`src/rtl/traffic_lamp_monitor_pkg.sv`:
```
// rtl/traffic_lamp_monitor_pkg.sv - shared light codes, states, fault codes and conflict pairs
package traffic_pkg;

    localparam logic [2:0] RED  = 3'b100;
    localparam logic [2:0] YEL  = 3'b010;
    localparam logic [2:0] GRN  = 3'b001;
    localparam logic [2:0] DARK = 3'b000;

    typedef enum logic [1:0] {
        NORMAL  = 2'd0,
        FLASH   = 2'd1,
        RECOVER = 2'd2
    } state_e;

    localparam logic [2:0] FC_NONE      = 3'd0;
    localparam logic [2:0] FC_CONFLICT  = 3'd1;
    localparam logic [2:0] FC_INVALID   = 3'd2;
    localparam logic [2:0] FC_ILLEGAL   = 3'd3;
    localparam logic [2:0] FC_SHORT_YEL = 3'd4;
    localparam logic [2:0] FC_STUCK_GRN = 3'd5;

    localparam int NUM_LANES = 4;
    localparam int LANE_M1   = 0;
    localparam int LANE_S    = 1;
    localparam int LANE_M2   = 2;
    localparam int LANE_MT   = 3;

    // Lanes that may not be green together with S, and together with MT.
    // M1 may share green with MT or M2.
    localparam logic [NUM_LANES-1:0] S_CONFLICTS  = 4'b1101;
    localparam logic [NUM_LANES-1:0] MT_CONFLICTS = 4'b0100;

    function automatic logic greens_conflict(input logic [NUM_LANES-1:0] grn);
        return (grn[LANE_S]  && (|(grn & S_CONFLICTS))) ||
               (grn[LANE_MT] && (|(grn & MT_CONFLICTS)));
    endfunction

    function automatic logic is_valid_code(input logic [2:0] code);
        return (code == RED) || (code == YEL) || (code == GRN);
    endfunction

endpackage

```
`src/rtl/traffic_lamp_monitor_if.sv`:
```
// rtl/traffic_lamp_monitor_if.sv - controller codes in, lamp drive and fault status out
interface traffic_lamp_monitor_if;

    logic [2:0] light_M1;
    logic [2:0] light_S;
    logic [2:0] light_M2;
    logic [2:0] light_MT;
    logic       fault_clr;

    logic [2:0] lamp_M1;
    logic [2:0] lamp_S;
    logic [2:0] lamp_M2;
    logic [2:0] lamp_MT;
    logic       fault;
    logic [2:0] fault_code;

    // Controller / operator side
    modport master (
        output light_M1, light_S, light_M2, light_MT, fault_clr,
        input  lamp_M1, lamp_S, lamp_M2, lamp_MT, fault, fault_code
    );

    // Monitor side
    modport slave (
        input  light_M1, light_S, light_M2, light_MT, fault_clr,
        output lamp_M1, lamp_S, lamp_M2, lamp_MT, fault, fault_code
    );

endinterface

```
`src/rtl/traffic_lamp_monitor_lane_seq_checker.sv`:
```
// rtl/traffic_lamp_monitor_lane_seq_checker.sv - per-lane encoding, sequence and timing checks
module lane_seq_checker
    import traffic_pkg::*;
#(
    parameter int MIN_YELLOW = 3,
    parameter int MAX_GREEN  = 60
) (
    input  logic       clk,
    input  logic       rst,
    input  logic [2:0] code_i,
    output logic       invalid_o,
    output logic       illegal_o,
    output logic       short_yel_o,
    output logic       stuck_grn_o
);

    localparam int YW = (MIN_YELLOW > 0) ? $clog2(MIN_YELLOW + 1) : 1;
    localparam int GW = (MAX_GREEN > 0) ? $clog2(MAX_GREEN + 1) : 1;

    logic [2:0]    prev_q, prev_d;
    logic [YW-1:0] ycnt_q, ycnt_d;
    logic [GW-1:0] gcnt_q, gcnt_d;
    logic          legal_step;

    // Only hold, RED->GRN, GRN->YEL and YEL->RED are permitted steps
    always_comb begin
        legal_step = (code_i == prev_q) ||
                     ((prev_q == RED) && (code_i == GRN)) ||
                     ((prev_q == GRN) && (code_i == YEL)) ||
                     ((prev_q == YEL) && (code_i == RED));
    end

    // Flags are raw; the top decides whether they matter in the current state
    always_comb begin
        invalid_o   = !is_valid_code(code_i);
        illegal_o   = is_valid_code(code_i) && !legal_step;
        short_yel_o = (prev_q == YEL) && (code_i == RED) && (ycnt_q < YW'(MIN_YELLOW));
        stuck_grn_o = (code_i == GRN) && (gcnt_q == GW'(MAX_GREEN));
    end

    // History tracks the raw input every cycle; run counters saturate
    always_comb begin
        prev_d = code_i;
        ycnt_d = '0;
        gcnt_d = '0;
        if (code_i == YEL) begin
            ycnt_d = (ycnt_q == YW'(MIN_YELLOW)) ? ycnt_q : ycnt_q + YW'(1);
        end
        if (code_i == GRN) begin
            gcnt_d = (gcnt_q == GW'(MAX_GREEN)) ? gcnt_q : gcnt_q + GW'(1);
        end
    end

    // History registers
    always_ff @(posedge clk or negedge rst) begin
        if (!rst) begin
            prev_q <= RED;
            ycnt_q <= '0;
            gcnt_q <= '0;
        end else begin
            prev_q <= prev_d;
            ycnt_q <= ycnt_d;
            gcnt_q <= gcnt_d;
        end
    end

endmodule

```
`src/rtl/traffic_lamp_monitor.sv`:
```
// rtl/traffic_lamp_monitor.sv - lamp driver with conflict checks, fault latch and flash/recover FSM
module traffic_lamp_monitor
    import traffic_pkg::*;
#(
    parameter int MIN_YELLOW  = 3,
    parameter int MAX_GREEN   = 60,
    parameter int FLASH_HALF  = 1,
    parameter int ALLRED_HOLD = 2
) (
    input  logic                  clk,
    input  logic                  rst,
    traffic_lamp_monitor_if.slave bus
);

    localparam int FW = (2 * FLASH_HALF > 1) ? $clog2(2 * FLASH_HALF) : 1;
    localparam int HW = (ALLRED_HOLD > 0) ? $clog2(ALLRED_HOLD + 1) : 1;
    localparam logic [NUM_LANES-1:0][2:0] ALL_RED = {NUM_LANES{RED}};
    localparam logic [NUM_LANES-1:0][2:0] ALL_OFF = {NUM_LANES{DARK}};

    logic [NUM_LANES-1:0][2:0] light;
    logic [NUM_LANES-1:0]      grn;
    logic                      all_red;
    logic [NUM_LANES-1:0]      lane_invalid;
    logic [NUM_LANES-1:0]      lane_illegal;
    logic [NUM_LANES-1:0]      lane_short_yel;
    logic [NUM_LANES-1:0]      lane_stuck_grn;
    logic [2:0]                viol_code;

    state_e                    state_q, state_d;
    logic [HW-1:0]             hold_q, hold_d;
    logic [FW-1:0]             fcnt_q, fcnt_d;
    logic [2:0]                fault_code_q, fault_code_d;
    logic [NUM_LANES-1:0][2:0] lamp_q, lamp_d;

    assign light = {bus.light_MT, bus.light_M2, bus.light_S, bus.light_M1};

    genvar g;
    generate
        for (g = 0; g < NUM_LANES; g++) begin : g_lane
            lane_seq_checker #(
                .MIN_YELLOW (MIN_YELLOW),
                .MAX_GREEN  (MAX_GREEN)
            ) u_lane (
                .clk         (clk),
                .rst         (rst),
                .code_i      (light[g]),
                .invalid_o   (lane_invalid[g]),
                .illegal_o   (lane_illegal[g]),
                .short_yel_o (lane_short_yel[g]),
                .stuck_grn_o (lane_stuck_grn[g])
            );
        end
    endgenerate

    // Green map and all-red detection across the four lanes
    always_comb begin
        grn     = '0;
        all_red = 1'b1;
        for (int i = 0; i < NUM_LANES; i++) begin
            grn[i] = (light[i] == GRN);
            if (light[i] != RED) begin
                all_red = 1'b0;
            end
        end
    end

    // Lowest fault code wins when several checks fire together
    always_comb begin
        viol_code = FC_NONE;
        if (greens_conflict(grn)) begin
            viol_code = FC_CONFLICT;
        end else if (|lane_invalid) begin
            viol_code = FC_INVALID;
        end else if (|lane_illegal) begin
            viol_code = FC_ILLEGAL;
        end else if (|lane_short_yel) begin
            viol_code = FC_SHORT_YEL;
        end else if (|lane_stuck_grn) begin
            viol_code = FC_STUCK_GRN;
        end
    end

    // Next state, fault latch, flash phase, recovery hold and lamp drive
    always_comb begin
        state_d      = state_q;
        hold_d       = hold_q;
        fcnt_d       = fcnt_q;
        fault_code_d = fault_code_q;
        lamp_d       = lamp_q;
        case (state_q)
            NORMAL: begin
                if (viol_code != FC_NONE) begin
                    state_d      = FLASH;
                    fault_code_d = viol_code;
                    fcnt_d       = '0;
                    lamp_d       = ALL_RED;
                end else begin
                    lamp_d = light;
                end
            end
            FLASH: begin
                if (bus.fault_clr && all_red) begin
                    state_d      = RECOVER;
                    fault_code_d = FC_NONE;
                    hold_d       = '0;
                    lamp_d       = ALL_RED;
                end else begin
                    fcnt_d = (fcnt_q == FW'(2 * FLASH_HALF - 1)) ? '0 : fcnt_q + FW'(1);
                    lamp_d = (fcnt_d < FW'(FLASH_HALF)) ? ALL_RED : ALL_OFF;
                end
            end
            RECOVER: begin
                if (viol_code != FC_NONE) begin
                    state_d      = FLASH;
                    fault_code_d = viol_code;
                    fcnt_d       = '0;
                    lamp_d       = ALL_RED;
                end else begin
                    lamp_d = ALL_RED;
                    if (!all_red) begin
                        hold_d = '0;
                    end else if (hold_q == HW'(ALLRED_HOLD - 1)) begin
                        state_d = NORMAL;
                        hold_d  = '0;
                    end else begin
                        hold_d = hold_q + HW'(1);
                    end
                end
            end
            default: begin
                state_d = RECOVER;
                hold_d  = '0;
                lamp_d  = ALL_RED;
            end
        endcase
    end

    // State and output registers; reset lands in RECOVER with all lamps red
    always_ff @(posedge clk or negedge rst) begin
        if (!rst) begin
            state_q      <= RECOVER;
            hold_q       <= '0;
            fcnt_q       <= '0;
            fault_code_q <= FC_NONE;
            lamp_q       <= ALL_RED;
        end else begin
            state_q      <= state_d;
            hold_q       <= hold_d;
            fcnt_q       <= fcnt_d;
            fault_code_q <= fault_code_d;
            lamp_q       <= lamp_d;
        end
    end

    assign bus.lamp_M1    = lamp_q[LANE_M1];
    assign bus.lamp_S     = lamp_q[LANE_S];
    assign bus.lamp_M2    = lamp_q[LANE_M2];
    assign bus.lamp_MT    = lamp_q[LANE_MT];
    assign bus.fault      = (state_q == FLASH);
    assign bus.fault_code = fault_code_q;

endmodule

```
`src/flat_wrapper.sv`:
```
// flat-port wrapper written by rule: the top's interface ports become plain ports
module traffic_lamp_monitor_flat import traffic_pkg::*;
#(
    parameter int MIN_YELLOW  = 3,
    parameter int MAX_GREEN   = 60,
    parameter int FLASH_HALF  = 1,
    parameter int ALLRED_HOLD = 2
)
  (clk, rst, bus_light_M1, bus_light_S, bus_light_M2, bus_light_MT, bus_fault_clr, bus_lamp_M1, bus_lamp_S, bus_lamp_M2, bus_lamp_MT, bus_fault, bus_fault_code);
  traffic_lamp_monitor_if bus_i ();
  input  logic clk;
  input  logic rst;
  input wire logic [$bits(bus_i.light_M1)-1:0] bus_light_M1;
  input wire logic [$bits(bus_i.light_S)-1:0] bus_light_S;
  input wire logic [$bits(bus_i.light_M2)-1:0] bus_light_M2;
  input wire logic [$bits(bus_i.light_MT)-1:0] bus_light_MT;
  input wire logic [$bits(bus_i.fault_clr)-1:0] bus_fault_clr;
  output wire logic [$bits(bus_i.lamp_M1)-1:0] bus_lamp_M1;
  output wire logic [$bits(bus_i.lamp_S)-1:0] bus_lamp_S;
  output wire logic [$bits(bus_i.lamp_M2)-1:0] bus_lamp_M2;
  output wire logic [$bits(bus_i.lamp_MT)-1:0] bus_lamp_MT;
  output wire logic [$bits(bus_i.fault)-1:0] bus_fault;
  output wire logic [$bits(bus_i.fault_code)-1:0] bus_fault_code;
  assign bus_i.light_M1 = bus_light_M1;
  assign bus_i.light_S = bus_light_S;
  assign bus_i.light_M2 = bus_light_M2;
  assign bus_i.light_MT = bus_light_MT;
  assign bus_i.fault_clr = bus_fault_clr;
  assign bus_lamp_M1 = bus_i.lamp_M1;
  assign bus_lamp_S = bus_i.lamp_S;
  assign bus_lamp_M2 = bus_i.lamp_M2;
  assign bus_lamp_MT = bus_i.lamp_MT;
  assign bus_fault = bus_i.fault;
  assign bus_fault_code = bus_i.fault_code;
  traffic_lamp_monitor #(.MIN_YELLOW(MIN_YELLOW), .MAX_GREEN(MAX_GREEN), .FLASH_HALF(FLASH_HALF), .ALLRED_HOLD(ALLRED_HOLD)) u_core (.clk(clk), .rst(rst), .bus(bus_i));
endmodule
```
`config.mk`:
```
export PLATFORM = sky130hd
export DESIGN_NAME = traffic_lamp_monitor_flat
export DESIGN_NICKNAME = d
export VERILOG_FILES = /design/src/rtl/traffic_lamp_monitor_pkg.sv /design/src/rtl/traffic_lamp_monitor_if.sv /design/src/rtl/traffic_lamp_monitor_lane_seq_checker.sv /design/src/rtl/traffic_lamp_monitor.sv /design/src/flat_wrapper.sv
export SDC_FILE = /design/constraint.sdc
export NUM_CORES = 1
export LEC_CHECK = 0
export CAP_MARGIN = 10
export CORE_MARGIN = 2
export CORE_UTILIZATION = 61
export DETAILED_ROUTE_END_ITERATION = 8
export MAX_ROUTING_LAYER = met4
export PLACE_DENSITY = 0.88
export SYNTH_ARGS = -nofsm -noshare
export SYNTH_HDL_FRONTEND = slang
export SYNTH_SLANG_ARGS = --single-unit
```
`constraint.sdc`:
```
create_clock -name clk -period 3.28 [get_ports clk]
set_input_delay 0.656 -clock clk [delete_from_list [all_inputs] [get_ports clk]]
set_output_delay 0.656 -clock clk [all_outputs]
set_load 0.02 [all_outputs]
```
# Yosys cells after proc, flatten, opt, wreduce, memory -nomap -nowiden
# Index checks and enable logic that the tools add are counted.
classes:
  add_sub_neg: 10
  magnitude_cmp: 5
  eq_ne: 58
  n_mux: 47
  n_bitwise: 1
  reduce_logical: 69
op_table:
  columns: ["cell", "n"]
  rows:
  - ["$mux W6", 8]
  - ["$mux W12", 3]
  - ["$mux W2", 17]
  - ["$logic_and A1 B1 Y1", 27]
  - ["$add A6 B1 Y6 const B", 4]
  - ["$eq A3 B1 Y1 const B", 8]
  - ["$eq A3 B2 Y1 const B", 8]
  - ["$eq A3 B3 Y1 const B", 8]
  - ["$eq A6 B6 Y1 const B", 4]
  - ["$pmux W12 S2", 1]
  - ["$logic_or A1 B1 Y1", 21]
  - ["$mux W3", 7]
  - ["$ne A2 B2 Y1 const B", 10]
  - ["$reduce_or A4 Y1", 4]
  - ["$eq A3 B3 Y1", 4]
  - ["$ne A3 B3 Y1 const B", 4]
  - ["$pmux W2 S3", 2]
  - ["$add A2 B1 Y2 const B", 5]
  - ["$eq A2 B2 Y1 const B", 5]
  - ["$reduce_and A3 Y1", 3]
  - ["$logic_not A1 Y1", 8]
  - ["$lt A2 B2 Y1 const B", 4]
  - ["$mux W1", 7]
  - ["$ne A2 B1 Y1 const B", 3]
  - ["13 further kinds", 15]
totals:
  regBits: 64
  in_bits: 15
  out_inout_bits: 16

# Longest topological paths before layout
depth:
  depth_word: 14
  ltp_mapped: 9
  mapped_depth_nobuf: 8

# Hierarchy
# Synthesis repeated with hierarchy kept, for this count alone.
unflattened:
  cells_unflattened: 341
  hier_area_um2: 3468.3
modules_own_cells:
  columns: ["mod", "n_inst", "cells_per_inst", "area_per_inst_um2", "seq_area_each_um2"]
  rows:
  - ["lane_seq_checker (u_core.g_lane[1].u_lane ...)", 3, 63, 630.6, 276.5]
  - ["traffic_lamp_monitor", 1, 91, 970.9, 506.7]
  - ["lane_seq_checker (u_core.g_lane[0].u_lane)", 1, 61, 605.6, 276.5]

# Worst setup path after synthesis
# No wires, ideal clock.
synth_timing:
  kind: "input -> register"
  startpoint: "input bus_light_S[1]"
  endpoint: "register u_core.fcnt_q"
  setup_ns: 0.124
  t_arrival_ns: 2.131
  setup_slack_ns: 1.025
  path_stages: 7
  n_path_buf: 1
  cell_sequence: "buf_2 -> or3b_2 -> a21oi_2 -> o22ai_2 -> nor4b_4 -> nor2b_2 -> o31a_1"
synth_via:
  elab_chain_len: 14
  elab_cells_between_ends: 37
synth_rtl:
  columns: ["item", "line_no", "source"]
  rows:
  - ["start, declared", "flat_wrapper.sv:14", "input wire logic [$bits(bus_i.light_S)-1:0] bus_light_S;"]
  - ["$eq A3 B1 Y1", null, null]
  - ["$logic_and A1 B1 Y1", "traffic_lamp_monitor_lane_seq_checker.sv:28", "((prev_q == RED) && (code_i == GRN)) ||"]
  - ["$logic_or A1 B1 Y1", "traffic_lamp_monitor_lane_seq_checker.sv:27", "legal_step = (code_i == prev_q) ||"]
  - ["$logic_or A1 B1 Y1", "traffic_lamp_monitor_lane_seq_checker.sv:28", null]
  - ["$logic_or A1 B1 Y1", "traffic_lamp_monitor_lane_seq_checker.sv:29", "((prev_q == GRN) && (code_i == YEL)) ||"]
  - ["$logic_not A1 Y1", "traffic_lamp_monitor_lane_seq_checker.sv:36", "illegal_o = is_valid_code(code_i) && !legal_step;"]
  - ["$logic_and A1 B1 Y1", "traffic_lamp_monitor_lane_seq_checker.sv:36", null]
  - ["$reduce_or A4 Y1", "traffic_lamp_monitor.sv:74", "end else if (|lane_illegal) begin"]
  - ["$mux W3", "traffic_lamp_monitor.sv:74", null]
  - ["$mux W3", "traffic_lamp_monitor.sv:72", "end else if (|lane_invalid) begin"]
  - ["$mux W3", "traffic_lamp_monitor.sv:70", "if (greens_conflict(grn)) begin"]
  - ["$reduce_bool A3 Y1", "traffic_lamp_monitor.sv:92, traffic_lamp_monitor.sv:113", null]
  - ["$ne A2 B1 Y1 (no line)", null, null]
  - ["$reduce_and A3 Y1 (no line) *", null, null]
  - ["end signal, assigned", "traffic_lamp_monitor.sv:149", "fcnt_q <= fcnt_d;"]
  - ["end, declared", "traffic_lamp_monitor.sv:31", "logic [FW-1:0] fcnt_q, fcnt_d;"]
# Every way passes the cells marked *; elsewhere a longest branch is shown, timed or not.
# A chain may end at the register's enable or synchronous reset.

==> summary.txt <==
Run status
  • Status: finished, final reports clean

Yosys
  • Seq cells post-synth: 64
  • Warnings from Yosys: 0
  • Cell area after synthesis: 0.00328 mm2
  • Distinct cell type count after synthesis: 53
  • Sequential share of the synthesized area: 49.2%
  • Mapped Nets: 342
  • Synth async-reset ratio: 100%
  • Syn_area_per_cell: 10.4 um2
  • Main synth FF type: dfrtp_1
  • Number of synthesized flops with an enable pin: 0
  • Post-Syn Instances: 315

Place
  • Placed Cells: 412
  • PortBufs: 30
  • Pre-CTS setup slack: 0.290 ns
  • Placer congestion estimate: 0.880
  • Hpwl dp: 5100 um

Global routing
  • Largest net degree at the start of global routing: 44
  • Total grt overflow: 0
  • First-pass GRT wire length: 12500 um
  • Vias in the first global route: 2575
  • GR Util All Layers: 27.8%
  • Initial antenna violation count: 0

Clock network
  • Num CTS Buffers: 9
  • CTS tree: done
  • Setup bufs post-CTS: 0
  • CTS Hold Bufs: 0
  • Clk root buf: clkbuf_8
  • H-tree depth: 3
  • Clock slew at reported path FFs: 0.07 ns
  • Clock buffer depth: 2
  • Clk Latency, worst-skew pair: 0.35 ns
  • PostCTS Resize Cnt: 0
  • CTS sink cnt: 64

Setup path
  • Setup CP Type: primary input to flip-flop
  • CP peak stage delay: 0.56 ns
  • Worst R2R Setup Slack: 0.97 ns
  • Worst endpoint required time: 3.56 ns
  • Worst r2r path cells: 9
  • WP data arrival: 2.98 ns
  • Top delay family on crit path: simple AND/OR/NAND/NOR gates
  • Buf/Inv on CP: 3
  • Critical path capture point type: flip-flop
  • Crit path depth: 9
  • Crit path cell chain: clkdlybuf4s50_1 -> buf_4 -> nor4b_1 -> a21oi_1 -> o211ai_1 -> nand4_1 -> nor4b_4 -> buf_4 -> and2_1
  • Most common cell on crit path: buf_4
  • R2r endpoint: u_core.bus.lamp_MT[0]
  • Slowest CP cell: clkdlybuf4s50_1
  • Setup crit end: u_core.bus.lamp_MT[0]
  • Crit. Startpoint: bus_light_MT[1]
  • Largest fanout on the critical path: 12
  • R2r startpoint: u_core.g_lane[0].u_lane.gcnt_q[0]
  • Startpoint class of the critical path: primary input

Timing
  • Pins Over Slew Limit: 0
  • Setup Skew: 0.00631 ns
  • Final min period: 2.70 ns
  • Tcrit/Tclk final: 82.3%
  • RSZ-0062 raised after global routing: no
  • Setup TNS: 0 ns
  • Final Hold Viols: 0
  • Final setup vio count: 0
  • Worst slew margin: 64.3%
  • Final worst setup slack: 0.580 ns
  • Worst Tran Pin Value: 0.530 ns
  • Max Fclk: 370 MHz

Routing
  • DR WL/cell: 17.1 um
  • Uppermost layer routed: met4
  • DRT iter0 DRCs: 226
  • Vias post-DR: 2671
  • Total Wirelength: 7310 um
  • WL met2: 3560 um
  • M1 WL: 3060 um
  • Drt first pass iters: 5
  • Metal3 WL: 517 um
  • Antenna violation net count after detailed routing: 0
  • Residual DRC count: 0
  • Vias per cell: 6.24

Floorplan
  • Die Ht: 77.3 um
  • Die Area: 0.00597 mm2
  • Core ar.: 0.00514 mm2
  • DIE WIDTH: 77.3 um
  • # rows: 26
  • # IOs: 31
  • Initial core utilization: 63.7%

Power and ir drop
  • Clock power share: 35.0%
  • Leak: 1.67 nW
  • VDD IR max: 523 uV
  • Pwr dens: 515 mW/mm2
  • Total power draw: 1.98 mW
  • NetSw: 564 uW
  • Int Pwr: 1.42 mW
  • Comb pwr share: 17.6%
  • Seq pwr share: 47.4%
  • Sw Share: 28.5%

Finish
  • Area delta synth->final: 17.3%
  • Share of layout cells above drive strength 1: 12.3%
  • Commonest non-fill, non-tap cell in the layout: dfrtp_1
  • Post-Layout Cell Count: 428
  • Fin nets: 380
  • Ant. Diodes: 0
  • Commonest non-fill, non-tap cells in the layout: dfrtp_1 (55), nor2_1 (33), clkdlybuf4s50_1 (29)

Flow run
  • Max Cap Viol: 0

Hold path
  • Worst Hold Class: primary input to asynchronous set/reset pin
-- worst register-to-register path, cell delays in order (launching register included) --
cell,delay (ns)
dfrtp_1,0.42
inv_1,0.07
ha_1,0.21
and4_1,0.24
nand3_1,0.14
o2111ai_2,0.20
nor4b_4,0.37
nor4b_4,0.24
buf_4,0.21
and2_1,0.15
-- cells in the mapped netlist, drive strengths merged, types with 3 or more instances --
library cell | number | area (um2)
o211ai | 5 | 37.5
and2 | 8 | 50.1
nor3b | 10 | 80.1
nor2 | 33 | 124
or3 | 4 | 25.0
dfrtp | 55 | 1380
o22ai | 5 | 37.5
or3b | 4 | 35.0
a21oi | 23 | 119
nand2 | 10 | 37.5
nand3 | 14 | 70.1
nor4b | 8 | 100
and3 | 8 | 50.1
o21ai | 13 | 65.1
nand4b | 3 | 26.3
mux2i | 4 | 40.0
xnor2 | 8 | 70.1
a31oi | 11 | 68.8
dfstp | 9 | 236
ha | 12 | 150
xor2 | 9 | 78.8
nand4 | 5 | 31.3
inv | 19 | 71.3
buf | 10 | 71.3
-- metal layers --
layer / up-vias / GRT usage [%]
met5: - / -
met3: 20 / 5.41
met2: 109 / 42.7
li1: 1221 / -
met4: 0 / 12.0
met1: 1321 / 36.2
-- layout make-up --
class / count / area, um2
clock inverters: 3 / 40.0
flip-flops and latches: 64 / 1610
well taps: 70 / 87.6
multi-input cells: 221 / 1520
clock buffers: 13 / 159
fillers: 360 / 1300
repair buffers: 38 / 355
inverters: 19 / 71.3
-- worst min path at each step --
| stage | from | to | slack [ns] | cells after the start |
|---|---|---|---|---|
| 2_1_floorplan | rst | u_core.bus.fault_code[0] | 0.36 | 0 |
| 3_3_place_gp | u_core.g_lane[3].u_lane.gcnt_q[3] | u_core.g_lane[3].u_lane.gcnt_q[3] | 0.48 | 1 |
| 3_5_place_dp | u_core.g_lane[1].u_lane.gcnt_q[3] | u_core.g_lane[1].u_lane.gcnt_q[3] | 0.48 | 1 |
| 4_1_cts | rst | u_core.bus.lamp_M2[0] | 0.27 | 1 |
| 5_1_grt | rst | u_core.g_lane[1].u_lane.gcnt_q[2] | 0.30 | 1 |
| 6_report | rst | u_core.g_lane[2].u_lane.gcnt_q[2] | 0.26 | 1 |
-- state kept, by name, indices dropped and copies added, names as in the netlist --
name,cells
u_core.fcnt_q,1
u_core.g_lane.u_lane.ycnt_q,8
u_core.g_lane.u_lane.gcnt_q,24
u_core.bus.lamp_MT,3
u_core.bus.lamp_M1,3
u_core.bus.lamp_M2,3
u_core.g_lane.u_lane.prev_q,12
u_core.hold_q,2
u_core.bus.lamp_S,3
u_core.state_q,2
u_core.bus.fault_code,3
-- logic make-up (layout without fill, tap and decap cells) --
group	after synthesis	in the layout	synth area share (%)
adders and majority gates	12	12	4.58
buffers and inverters	30	73	4.47
xor gates and xnor gates	17	17	4.55
AOI/OAI and AO/OA	74	74	15.1
DFF	64	64	49.2
and+or+nand+nor	114	114	20.9
muxes	4	4	1.22
-- power groups by stage --
stage | Combinational, mW | Sequential [mW] | Clock [mW]
CTS | 0.348 | 0.936 | 0.698
floorplan | 0.190 | 0.957 | 0
global placement | 0.338 | 0.944 | 0
finish | 0.348 | 0.938 | 0.694
detailed placement | 0.345 | 0.949 | 0
global route | 0.381 | 0.945 | 0.730
-- through the flow --
step	hold WS, ns	util (%)	area [um2]
6_report	0.257	74.8	3840
5_1_grt	0.298	74.8	3840
4_1_cts	0.274	74.8	3840
3_5_place_dp	0.483	70.9	3640
3_3_place_gp	0.479	70.9	3640
2_1_floorplan	0.360	-	3280
No activity file was read; power rests on OpenSTA's default activity.
